## src/rtl/rob_pkg.sv

```systemverilog
`default_nettype none
// ----------------------------------------------------------------------------
// rob_pkg: shared entry flags and pointer helpers for rob_ptr.   Rev 1.0
// ----------------------------------------------------------------------------
package rob_pkg;

  typedef struct packed {
    logic valid;
    logic completed;
    logic branch;
    logic take;
  } rob_flags_t;

  function automatic int rob_ptr_w(input int depth);
    return (depth > 2) ? $clog2(depth) : 1;
  endfunction

  function automatic int rob_cnt_w(input int depth);
    return $clog2(depth + 1);
  endfunction

  // Single-subtract wrap: valid while ptr < depth and inc <= depth.
  function automatic int rob_wrap_add(input int ptr, input int inc, input int depth);
    int sum;
    sum = ptr + inc;
    return (sum >= depth) ? (sum - depth) : sum;
  endfunction

endpackage
`default_nettype wire

```

## src/rtl/rob_retire_scan.sv

```systemverilog
`default_nettype none
// ----------------------------------------------------------------------------
// rob_retire_scan: in-order retire window scan from head, stops at taken branch.
// Rev 1.0
// ----------------------------------------------------------------------------
module rob_retire_scan #(
  parameter int RETIRE_W = 2,
  parameter int XLEN     = 32
) (
  input  logic [RETIRE_W-1:0]                 win_valid,
  input  logic [RETIRE_W-1:0]                 win_completed,
  input  logic [RETIRE_W-1:0]                 win_branch,
  input  logic [RETIRE_W-1:0]                 win_take,
  input  logic [RETIRE_W-1:0][XLEN-1:0]       win_target,
  output logic [RETIRE_W-1:0]                 retire_valid,
  output logic [$clog2(RETIRE_W+1)-1:0]       ret_cnt,
  output logic                                flush,
  output logic [XLEN-1:0]                     flush_pc
);

  localparam int RCNT_W = $clog2(RETIRE_W + 1);

  logic go;

  always_comb begin
    retire_valid = '0;
    ret_cnt      = '0;
    flush        = 1'b0;
    flush_pc     = '0;
    go           = 1'b1;
    for (int i = 0; i < RETIRE_W; i++) begin
      if (go && win_valid[i] && win_completed[i]) begin
        retire_valid[i] = 1'b1;
        ret_cnt         = ret_cnt + RCNT_W'(1);
        if (win_branch[i] && win_take[i]) begin
          flush    = 1'b1;
          flush_pc = win_target[i];
          go       = 1'b0;
        end
      end else begin
        go = 1'b0;
      end
    end
  end

endmodule
`default_nettype wire

```

## src/rtl/rob_ptr.sv

```systemverilog
`default_nettype none
// ----------------------------------------------------------------------------
// rob_ptr: pointer-based reorder buffer; ROB_PERF_EN adds saturating perf counters.
// Rev 1.0
// ----------------------------------------------------------------------------
module rob_ptr
  import rob_pkg::*;
#(
  parameter int DEPTH      = 16,
  parameter int DISPATCH_W = 2,
  parameter int RETIRE_W   = 2,
  parameter int CDB_W      = 2,
  parameter int TAG_BITS   = 6,
  parameter int XLEN       = 32
) (
  input  logic                                  clock,
  input  logic                                  reset,
  input  logic [DISPATCH_W-1:0]                 dis_valid,
  input  logic [DISPATCH_W-1:0][TAG_BITS-1:0]   dis_tag,
  input  logic [DISPATCH_W-1:0][TAG_BITS-1:0]   dis_told,
  input  logic [DISPATCH_W-1:0]                 dis_branch,
  output logic [DISPATCH_W-1:0]                 dispatched,
  output logic [$clog2(DISPATCH_W+1)-1:0]       free_slots,
  input  logic [CDB_W-1:0]                      cdb_valid,
  input  logic [CDB_W-1:0][TAG_BITS-1:0]        cdb_tag,
  input  logic [CDB_W-1:0]                      cdb_take,
  input  logic [CDB_W-1:0][XLEN-1:0]            cdb_target,
  output logic [RETIRE_W-1:0]                   retire_valid,
  output logic [RETIRE_W-1:0][TAG_BITS-1:0]     retire_tag,
  output logic [RETIRE_W-1:0][TAG_BITS-1:0]     retire_told,
  output logic                                  flush,
  output logic [XLEN-1:0]                       flush_pc,
  output logic [DEPTH-1:0]                      squash_valid,
  output logic [DEPTH-1:0][TAG_BITS-1:0]        squash_tag,
`ifdef ROB_PERF_EN
  output logic [31:0]                           perf_retired,
  output logic [31:0]                           perf_flushes,
`endif
  output logic [$clog2(DEPTH+1)-1:0]            count
);

  localparam int PTR_W  = rob_ptr_w(DEPTH);
  localparam int CNT_W  = rob_cnt_w(DEPTH);
  localparam int FREE_W = $clog2(DISPATCH_W + 1);
  localparam int RCNT_W = $clog2(RETIRE_W + 1);

  typedef struct packed {
    rob_flags_t             flags;
    logic [XLEN-1:0]        target;
    logic [TAG_BITS-1:0]    tag;
    logic [TAG_BITS-1:0]    told;
  } rob_entry_t;

  rob_entry_t              entries_q [DEPTH];
  rob_entry_t              entries_d [DEPTH];
  logic [PTR_W-1:0]        head_q, head_d, tail_q, tail_d;
  logic [CNT_W-1:0]        count_q, count_d;

  logic [RETIRE_W-1:0]            win_valid, win_completed, win_branch, win_take;
  logic [RETIRE_W-1:0][XLEN-1:0]  win_target;
  logic [RETIRE_W-1:0][PTR_W-1:0] win_idx;
  logic [RCNT_W-1:0]              ret_cnt;
  logic [DEPTH-1:0]               retire_mask;
  logic [FREE_W-1:0]              dis_req, accept;
  logic [PTR_W-1:0]               wr_idx;
  int                             room;

  always_comb begin
    win_idx       = '0;
    win_valid     = '0;
    win_completed = '0;
    win_branch    = '0;
    win_take      = '0;
    win_target    = '0;
    for (int i = 0; i < RETIRE_W; i++) begin
      win_idx[i]       = PTR_W'(rob_wrap_add(int'(head_q), i, DEPTH));
      win_valid[i]     = entries_q[win_idx[i]].flags.valid;
      win_completed[i] = entries_q[win_idx[i]].flags.completed;
      win_branch[i]    = entries_q[win_idx[i]].flags.branch;
      win_take[i]      = entries_q[win_idx[i]].flags.take;
      win_target[i]    = entries_q[win_idx[i]].target;
    end
  end

  rob_retire_scan #(
    .RETIRE_W (RETIRE_W),
    .XLEN     (XLEN)
  ) u_scan (
    .win_valid     (win_valid),
    .win_completed (win_completed),
    .win_branch    (win_branch),
    .win_take      (win_take),
    .win_target    (win_target),
    .retire_valid  (retire_valid),
    .ret_cnt       (ret_cnt),
    .flush         (flush),
    .flush_pc      (flush_pc)
  );

  // Everything left valid that is not retiring this cycle is younger than the flushing branch.
  always_comb begin
    retire_mask  = '0;
    retire_tag   = '0;
    retire_told  = '0;
    squash_valid = '0;
    squash_tag   = '0;
    for (int i = 0; i < RETIRE_W; i++) begin
      if (retire_valid[i]) begin
        retire_mask[win_idx[i]] = 1'b1;
        retire_tag[i]           = entries_q[win_idx[i]].tag;
        retire_told[i]          = entries_q[win_idx[i]].told;
      end
    end
    for (int j = 0; j < DEPTH; j++) begin
      squash_valid[j] = flush && entries_q[j].flags.valid && !retire_mask[j];
      squash_tag[j]   = squash_valid[j] ? entries_q[j].tag : '0;
    end
  end

  always_comb begin
    room       = DEPTH - int'(count_q);
    free_slots = (room < DISPATCH_W) ? FREE_W'(room) : FREE_W'(DISPATCH_W);
    dis_req    = '0;
    for (int k = 0; k < DISPATCH_W; k++) begin
      dis_req = dis_req + FREE_W'(dis_valid[k]);
    end
    accept = (dis_req < free_slots) ? dis_req : free_slots;
    if (flush || !reset) begin
      accept = '0;
    end
    dispatched = '0;
    for (int k = 0; k < DISPATCH_W; k++) begin
      dispatched[k] = (k < int'(accept));
    end
  end

  always_comb begin
    entries_d = entries_q;
    head_d    = head_q;
    tail_d    = tail_q;
    count_d   = count_q;
    wr_idx    = '0;
    if (flush) begin
      for (int j = 0; j < DEPTH; j++) begin
        entries_d[j].flags.valid     = 1'b0;
        entries_d[j].flags.completed = 1'b0;
      end
      head_d  = '0;
      tail_d  = '0;
      count_d = '0;
    end else begin
      // Ascending port order lets the highest matching port win.
      for (int j = 0; j < DEPTH; j++) begin
        for (int p = 0; p < CDB_W; p++) begin
          if (entries_q[j].flags.valid && cdb_valid[p] && (entries_q[j].tag == cdb_tag[p])) begin
            entries_d[j].flags.completed = 1'b1;
            entries_d[j].flags.take      = cdb_take[p];
            entries_d[j].target          = cdb_target[p];
          end
        end
        if (retire_mask[j]) begin
          entries_d[j].flags.valid = 1'b0;
        end
      end
      for (int k = 0; k < DISPATCH_W; k++) begin
        if (dispatched[k]) begin
          wr_idx = PTR_W'(rob_wrap_add(int'(tail_q), k, DEPTH));
          entries_d[wr_idx].flags.valid     = 1'b1;
          entries_d[wr_idx].flags.completed = 1'b0;
          entries_d[wr_idx].flags.branch    = dis_branch[k];
          entries_d[wr_idx].flags.take      = 1'b0;
          entries_d[wr_idx].target          = '0;
          entries_d[wr_idx].tag             = dis_tag[k];
          entries_d[wr_idx].told            = dis_told[k];
        end
      end
      head_d  = PTR_W'(rob_wrap_add(int'(head_q), int'(ret_cnt), DEPTH));
      tail_d  = PTR_W'(rob_wrap_add(int'(tail_q), int'(accept), DEPTH));
      count_d = count_q + CNT_W'(accept) - CNT_W'(ret_cnt);
    end
  end

  always_ff @(posedge clock or negedge reset) begin
    if (!reset) begin
      head_q  <= '0;
      tail_q  <= '0;
      count_q <= '0;
      for (int j = 0; j < DEPTH; j++) begin
        entries_q[j] <= '0;
      end
    end else begin
      head_q    <= head_d;
      tail_q    <= tail_d;
      count_q   <= count_d;
      entries_q <= entries_d;
    end
  end

  assign count = count_q;

`ifdef ROB_PERF_EN
  logic [31:0] perf_retired_q, perf_retired_d;
  logic [31:0] perf_flushes_q, perf_flushes_d;
  logic [32:0] perf_sum;

  always_comb begin
    perf_sum       = {1'b0, perf_retired_q} + 33'(ret_cnt);
    perf_retired_d = perf_sum[32] ? '1 : perf_sum[31:0];
    perf_flushes_d = perf_flushes_q;
    if (flush && (perf_flushes_q != '1)) begin
      perf_flushes_d = perf_flushes_q + 32'd1;
    end
  end

  always_ff @(posedge clock or negedge reset) begin
    if (!reset) begin
      perf_retired_q <= '0;
      perf_flushes_q <= '0;
    end else begin
      perf_retired_q <= perf_retired_d;
      perf_flushes_q <= perf_flushes_d;
    end
  end

  assign perf_retired = perf_retired_q;
  assign perf_flushes = perf_flushes_q;
`endif

endmodule
`default_nettype wire

```

## config.mk

```make
export PLATFORM = sky130hd
export DESIGN_NAME = rob_ptr
export DESIGN_NICKNAME = d
export VERILOG_FILES = /design/src/rtl/rob_pkg.sv /design/src/rtl/rob_retire_scan.sv /design/src/rtl/rob_ptr.sv
export SDC_FILE = /design/constraint.sdc
export NUM_CORES = 2
export LEC_CHECK = 0
export ABC_AREA = 1
export BUFFER_PORTS_ARGS = -buffer_cell sky130_fd_sc_hd__clkbuf_2
export CAP_MARGIN = 20
export CORE_MARGIN = 2
export CORE_UTILIZATION = 25
export DETAILED_ROUTE_END_ITERATION = 7
export PLACE_DENSITY = 0.37
export SKIP_CTS_REPAIR_TIMING = 1
export SLEW_MARGIN = 15
export SYNTH_ARGS = -nofsm -noshare
export SYNTH_HDL_FRONTEND = slang
export SYNTH_SLANG_ARGS = --single-unit
```

## constraint.sdc

```tcl
create_clock -name clock -period 7.38 [get_ports clock]
set_input_delay 0.369 -clock clock [delete_from_list [all_inputs] [get_ports clock]]
set_output_delay 0.369 -clock clock [all_outputs]
set_load 0.05 [all_outputs]
```

### Word-level counts from Yosys, hierarchy flattened

Cells that the tools add are included.

| cells by class | value |
|---|---|
| add/sub/neg operators | 15 |
| muxes and demuxes | 247 |
| order comparisons | 20 |
| equality and inequality tests | 32 |
| reductions and logical operators | 123 |
| bitwise operators | 5 |

Operator list:

| cell | count |
|---|---|
| $bwmux W768 | 14 |
| $demux W48 S4 | 14 |
| $mux W768 | 3 |
| $mux W33 | 48 |
| $bmux W48 S4 | 2 |
| $mux W48 | 6 |
| $eq A6 B6 Y1 | 32 |
| $mux W6 | 22 |
| $mux W32 | 4 |
| $logic_and A1 B1 Y1 | 105 |
| $mux W47 | 2 |
| $mux W46 | 2 |
| $mux W1 | 91 |
| $mux W45 | 2 |
| $mux W44 | 2 |
| $ge A5 B5 Y1 const B | 8 |
| $mux W2 | 20 |
| $mux W16 | 2 |
| $mux W4 | 8 |
| $mux W12 | 2 |
| $sub A4 B1 Y4 const B | 6 |
| $not A4 Y5 | 4 |
| $logic_not A1 Y1 | 17 |
| $or A16 B16 Y16 | 1 |
| other kinds (17) | 25 |

| storage, ports and cells | value |
|---|---|
| output and inout port bits | 180 |
| input port bits | 110 |
| word-level logic and storage cells | 557 |
| bits in registers | 781 |

### Longest topological paths before layout

| logic depth | value |
|---|---|
| depth in word-level cells | 33 |
| depth in mapped cells | 33 |
| depth with buffers taken out | 26 |

### Hierarchy

From an unflattened synthesis, not the netlist that was laid out.

| unflattened totals | value |
|---|---|
| cell total of the unflattened synthesis | 10216 |
| area total of the unflattened synthesis | 62735.2 sq um |

Modules (own cells, without submodules):

| module | area each (sq um) | cells each | seq. area each (sq um) | times used |
|---|---|---|---|---|
| rob_ptr | 62119.6 | 10094 | 19543.7 | 1 |
| rob_retire_scan | 615.6 | 122 | 0.0 | 1 |

### Least setup slack after synthesis

No wires, ideal clock.

| timing | value |
|---|---|
| kind | reg2out |
| from | register head_q[0] |
| to | output port retire_told[10] (netlist bit) |
| buffers on the path | 12 |
| path slack | 1.140 ns |
| data required time | 7.011 ns |
| arrival time | 5.871 ns |
| stages on the path, launching flop included | 17 |
| path through | dfrtp_1 buf_4 inv_2 buf_6 buf_6 buf_4 clkbuf_1 clkbuf_1 buf_1 ha_1 buf_2 buf_2 clkbuf_1 clkbuf_1 clkbuf_1 o21ai_0 a2111oi_0 |

RTL lines:

| item | RTL line | source |
|---|---|---|
| start, declared | rob_ptr.sv:56 | `logic [PTR_W-1:0] head_q, head_d, tail_q, tail_d;` |
| start signal, assigned | rob_ptr.sv:185 | `head_q <= '0;` |
| start signal, assigned | rob_ptr.sv:192 | `head_q <= head_d;` |
| end, declared | rob_ptr.sv:30 | `output logic [RETIRE_W-1:0][TAG_BITS-1:0] retire_told,` |

### Worst setup path in the final report

| timing | value |
|---|---|
| from | register head_q[1] |
| to | register entries_q[487] (netlist bit) |

| on the way | value |
|---|---|
| word-level cells in the longest chain between the ends | 25 |
| elaborated cells on any way between the ends | 40 |
| classes of those cells | 3 x add/sub; 4 x order compare; 25 x mux; 2 x bitwise; 6 x reduce/logical |

RTL lines:

| item | RTL line | source |
|---|---|---|
| branches (longest 11 deep; another with $add A4 B1 Y5) | -- |  |
| $mux W1 (*) | rob_retire_scan.sv:32 | `if (go && win_valid[i] && win_completed[i]) begin` |
| $logic_or A1 B1 Y1 | rob_ptr.sv:128 | `if (flush \|\| !reset) begin` |
| $mux W2 | rob_ptr.sv:128 |  |
| $lt A1 B2 Y1 | rob_ptr.sv:133 | `dispatched[k] = (k < int'(accept));` |
| $mux W768 | rob_ptr.sv:166 | `if (dispatched[k]) begin` |
| $mux W768 | rob_ptr.sv:143 | `if (flush) begin` |
| $bwmux W768 | rob_ptr.sv:168 | `entries_d[wr_idx].flags.valid = 1'b1;` |
| $bwmux W768 | rob_ptr.sv:169 | `entries_d[wr_idx].flags.completed = 1'b0;` |
| $bwmux W768 | rob_ptr.sv:170 | `entries_d[wr_idx].flags.branch = dis_branch[k];` |
| $bwmux W768 | rob_ptr.sv:171 | `entries_d[wr_idx].flags.take = 1'b0;` |
| $bwmux W768 | rob_ptr.sv:172 | `entries_d[wr_idx].target = '0;` |
| $bwmux W768 | rob_ptr.sv:173 | `entries_d[wr_idx].tag = dis_tag[k];` |
| $bwmux W768 | rob_ptr.sv:174 | `entries_d[wr_idx].told = dis_told[k];` |
| $mux W768 | rob_ptr.sv:166 |  |
| end signal, assigned | rob_ptr.sv:195 | `entries_q <= entries_d;` |
| end, declared | rob_ptr.sv:54 | `rob_entry_t entries_q [DEPTH];` |

Every way passes the cells marked *. The select of a mux whose other input is x is not followed.
A chain may end at the register's enable or synchronous reset.

==> metrics.txt <==
worst setup path class=register to register; Hold Vio Cnt, Final=1; Tot Pwr=34.4 mW; vias in the first global route=68100; Slew Limit Headroom=15.9%; fraction of layout cells with a size suffix above 1=8.12%; final worst path period need=6.56 ns; vias=73600; FFs w/ async S/R, synth=100%; final core utilization=29.1%; Syn. warnings=0; Post-Syn Instances=9928; Net Sw Frac=54.5%; Max Root-Sink Buffers=3; Crit-path slowest cell=nand3_4; Final setup viols=0; Int Pwr=15.7 mW; maxcap violations=0; floorplan row count=182; crit-path most repeated cell=nand2_1; Routed WL=394000 um; failing checks=negative hold slack; post-synth net total=10100; IO Port Bufs=289; Final #Nets=9785; Die ar.=252000 um2; Cell Pwr Density=480 nW/um2; Core ar.=246000 um2; Final HPWL DP=254000 um; Area Growth Syn to Fin=15.6%; worst path arrival time=7.22 ns; Post-DP Area=67600 um2; sequential element share of the synthesized area=31.5%; Final Instance Area=71700 um2; Tightest Pin Transition=1.26 ns; H-tree levels=3; Sink Count=781; Critical Path End Type=register; Vias/cell=5.63; pin count of the biggest net entering global routing=194; RSZ-0062 raised after global routing=false; crit-path cells=inv_8 -> buf_4 -> nor2_1 -> nand2_1 -> nand2_1 -> nand2_1 -> nand2_1 -> nor2_1 -> nor2_4 -> nand2_2 -> nand4_4 -> nand2_4 -> buf_4 -> nand3_4 -> nand2_2 -> inv_2 -> nand2_1 -> nand2_1; Worst Hold Slack=-0.00839 ns; met3 wire length=28400 um; part of the cycle the worst path needs=88.9%; M1 WL=166000 um; first-pass GRT wire length=550000 um; CTS tree=built; gr usage total=30.4%; CTS clk-pin slew, worst paths=0.06 ns; Die Y=502 um; clk root buf=clkbuf_16; leakage=32.7 nW; antenna violations before repair=42; net switching power figure=18.8 mW; Reg power frac=24.8%; critical path peak fanout=64; total gr overflow=0; latest clock arrival within the worst-skew pair=0.81 ns; Top FF cell, synth=dfrtp_1; WP data required=8.04 ns; Highest Signal Layer=met5; Seq cells post-synth=781; peak supply drop=340 uV; outcome=finished with violations; Initial Utilization=25.2%; Ports=290; crit-path max cell delay=0.78 ns; initial DRC count=8444; wire length on met2=176000 um; Final Max Slew Viols=0; Clk network pwr share=17.0%; worst hold path type=input pin to register; Clock Skew=0.0441 ns; Max Clk Rate=152 MHz; CTS Buf Count=111; Routed Antenna Nets=0; TritonRoute pass-1 iters=7; Syn Area/Cell=6.25 um2; Fin Setup TNS=0 ns; Post-synth EDFFs=0; Yosys cell types=53; Comb power frac=58.2%; Setup crit start kind=register; Die Span X=502 um; wire per inst=30.2 um; mapped cell area=62000 um2; # DRC=0; Placer Congestion=0.940
[sequential cells by signal, summed over array words and instances (netlist names)]
register   count
count          5
entries_q    768
head_q         4
tail_q         4
[logic make-up (layout without fill, tap and decap cells)]
logic type | after synthesis | in the layout | share of synthesized area (%)
buffers and inverters | 1624 | 1434 | 10.4
other | 0 | 23 | 0
XOR/XNOR | 76 | 76 | 1.07
flip-flops | 781 | 781 | 31.5
AO/OA/AOI/OAI | 3164 | 3164 | 28.4
adder cells (fa/ha/maj) | 27 | 27 | 0.593
AND/OR/NAND/NOR | 4256 | 4256 | 28.0
[cell usage after synthesis (all sizes together) (18+ instances only)]
cell type	number	area, um2
a221oi	38	333
nor4	46	288
a22oi	62	465
nand3	459	2350
nor3	34	180
inv	699	2620
clkbuf	563	2110
clkinv	32	120
a21oi	865	4330
o22ai	96	601
o21ai	1579	7900
buf	330	1560
a211oi	49	368
xor2	58	508
nand2	2591	9780
nor2	939	3570
dfrtp	781	19500
ha	23	288
xnor2	18	158
nand4	174	1120
o211ai	384	2880
a22o	28	245
[final cells by class]
cell class | count | area (um2)
fill | 27000 | 175000
multi-input combinational | 7523 | 36500
sequential | 781 | 19600
timing repair buffer | 500 | 4810
tap | 3312 | 4140
clock buffer | 161 | 3220
inverter | 731 | 2780
clock inverter | 42 | 586
antenna | 23 | 57.6
[power groups by stage]
stage	clock, mW	combinational (mW)	sequential [mW]
2_1_floorplan	0	13.0	7.53
3_3_place_gp	0	19.5	8.51
3_5_place_dp	0	19.7	8.51
4_1_cts	5.94	19.8	8.47
5_1_grt	6.11	22.0	8.74
6_report	5.85	20.0	8.53
[routing by layer]
layer / global-route usage, % / up-vias
met3: 4.85 / 821
met5: 0 / -
met1: 39.8 / 36200
li1: - / 32900
met4: 17.1 / 24
met2: 47.4 / 3664
[layout by cell type (no fill, tap or decap), types with 24 or more instances in the layout]
cell type / count
dfrtp_1: 779
nor2_1: 919
buf_4: 175
o21ai_1: 57
nor4_1: 45
o211ai_1: 384
o21ai_0: 1522
clkinv_1: 32
xor2_1: 58
nand3_1: 441
clkbuf_16: 112
nor3_1: 32
nand4_1: 171
clkbuf_1: 26
nand2_2: 26
nand2_1: 2549
buf_12: 118
inv_2: 24
a22o_1: 28
o22ai_1: 96
a22oi_1: 62
a211oi_1: 49
a221oi_1: 38
a21oi_1: 865
clkinv_2: 27
clkbuf_2: 188
inv_1: 668
[critical path: cells and delay by family (launching register included)]
kind	cells	cell delay (ns)
flops	1	0.68
buf+inv	4	1.78
simple gates	14	3.79
[through the flow]
stage                     setup slack, ns  cells
after floorplan                      1.14   9928
after global routing                0.485  13100
final                               0.822  13100
after detailed placement            0.846  12800
after global placement              0.918  12800
after CTS                           0.859  13000
[worst paths after layout]
path | start | to | slack, ns | depth (start not counted)
max | head_q[1] | entries_q[487] | 0.82 | 18
min in group asynchronous | reset | entries_q[76] | 0.11 | 2
max reg2reg | head_q[1] | entries_q[487] | 0.82 | 18
max in group asynchronous | reset | entries_q[391] | 4.20 | 5
min | dis_tag[11] | entries_q[347] | -0.008 | 5
min reg2reg | entries_q[520] | entries_q[520] | 0.48 | 2
Power figures use the tool's default switching activity.
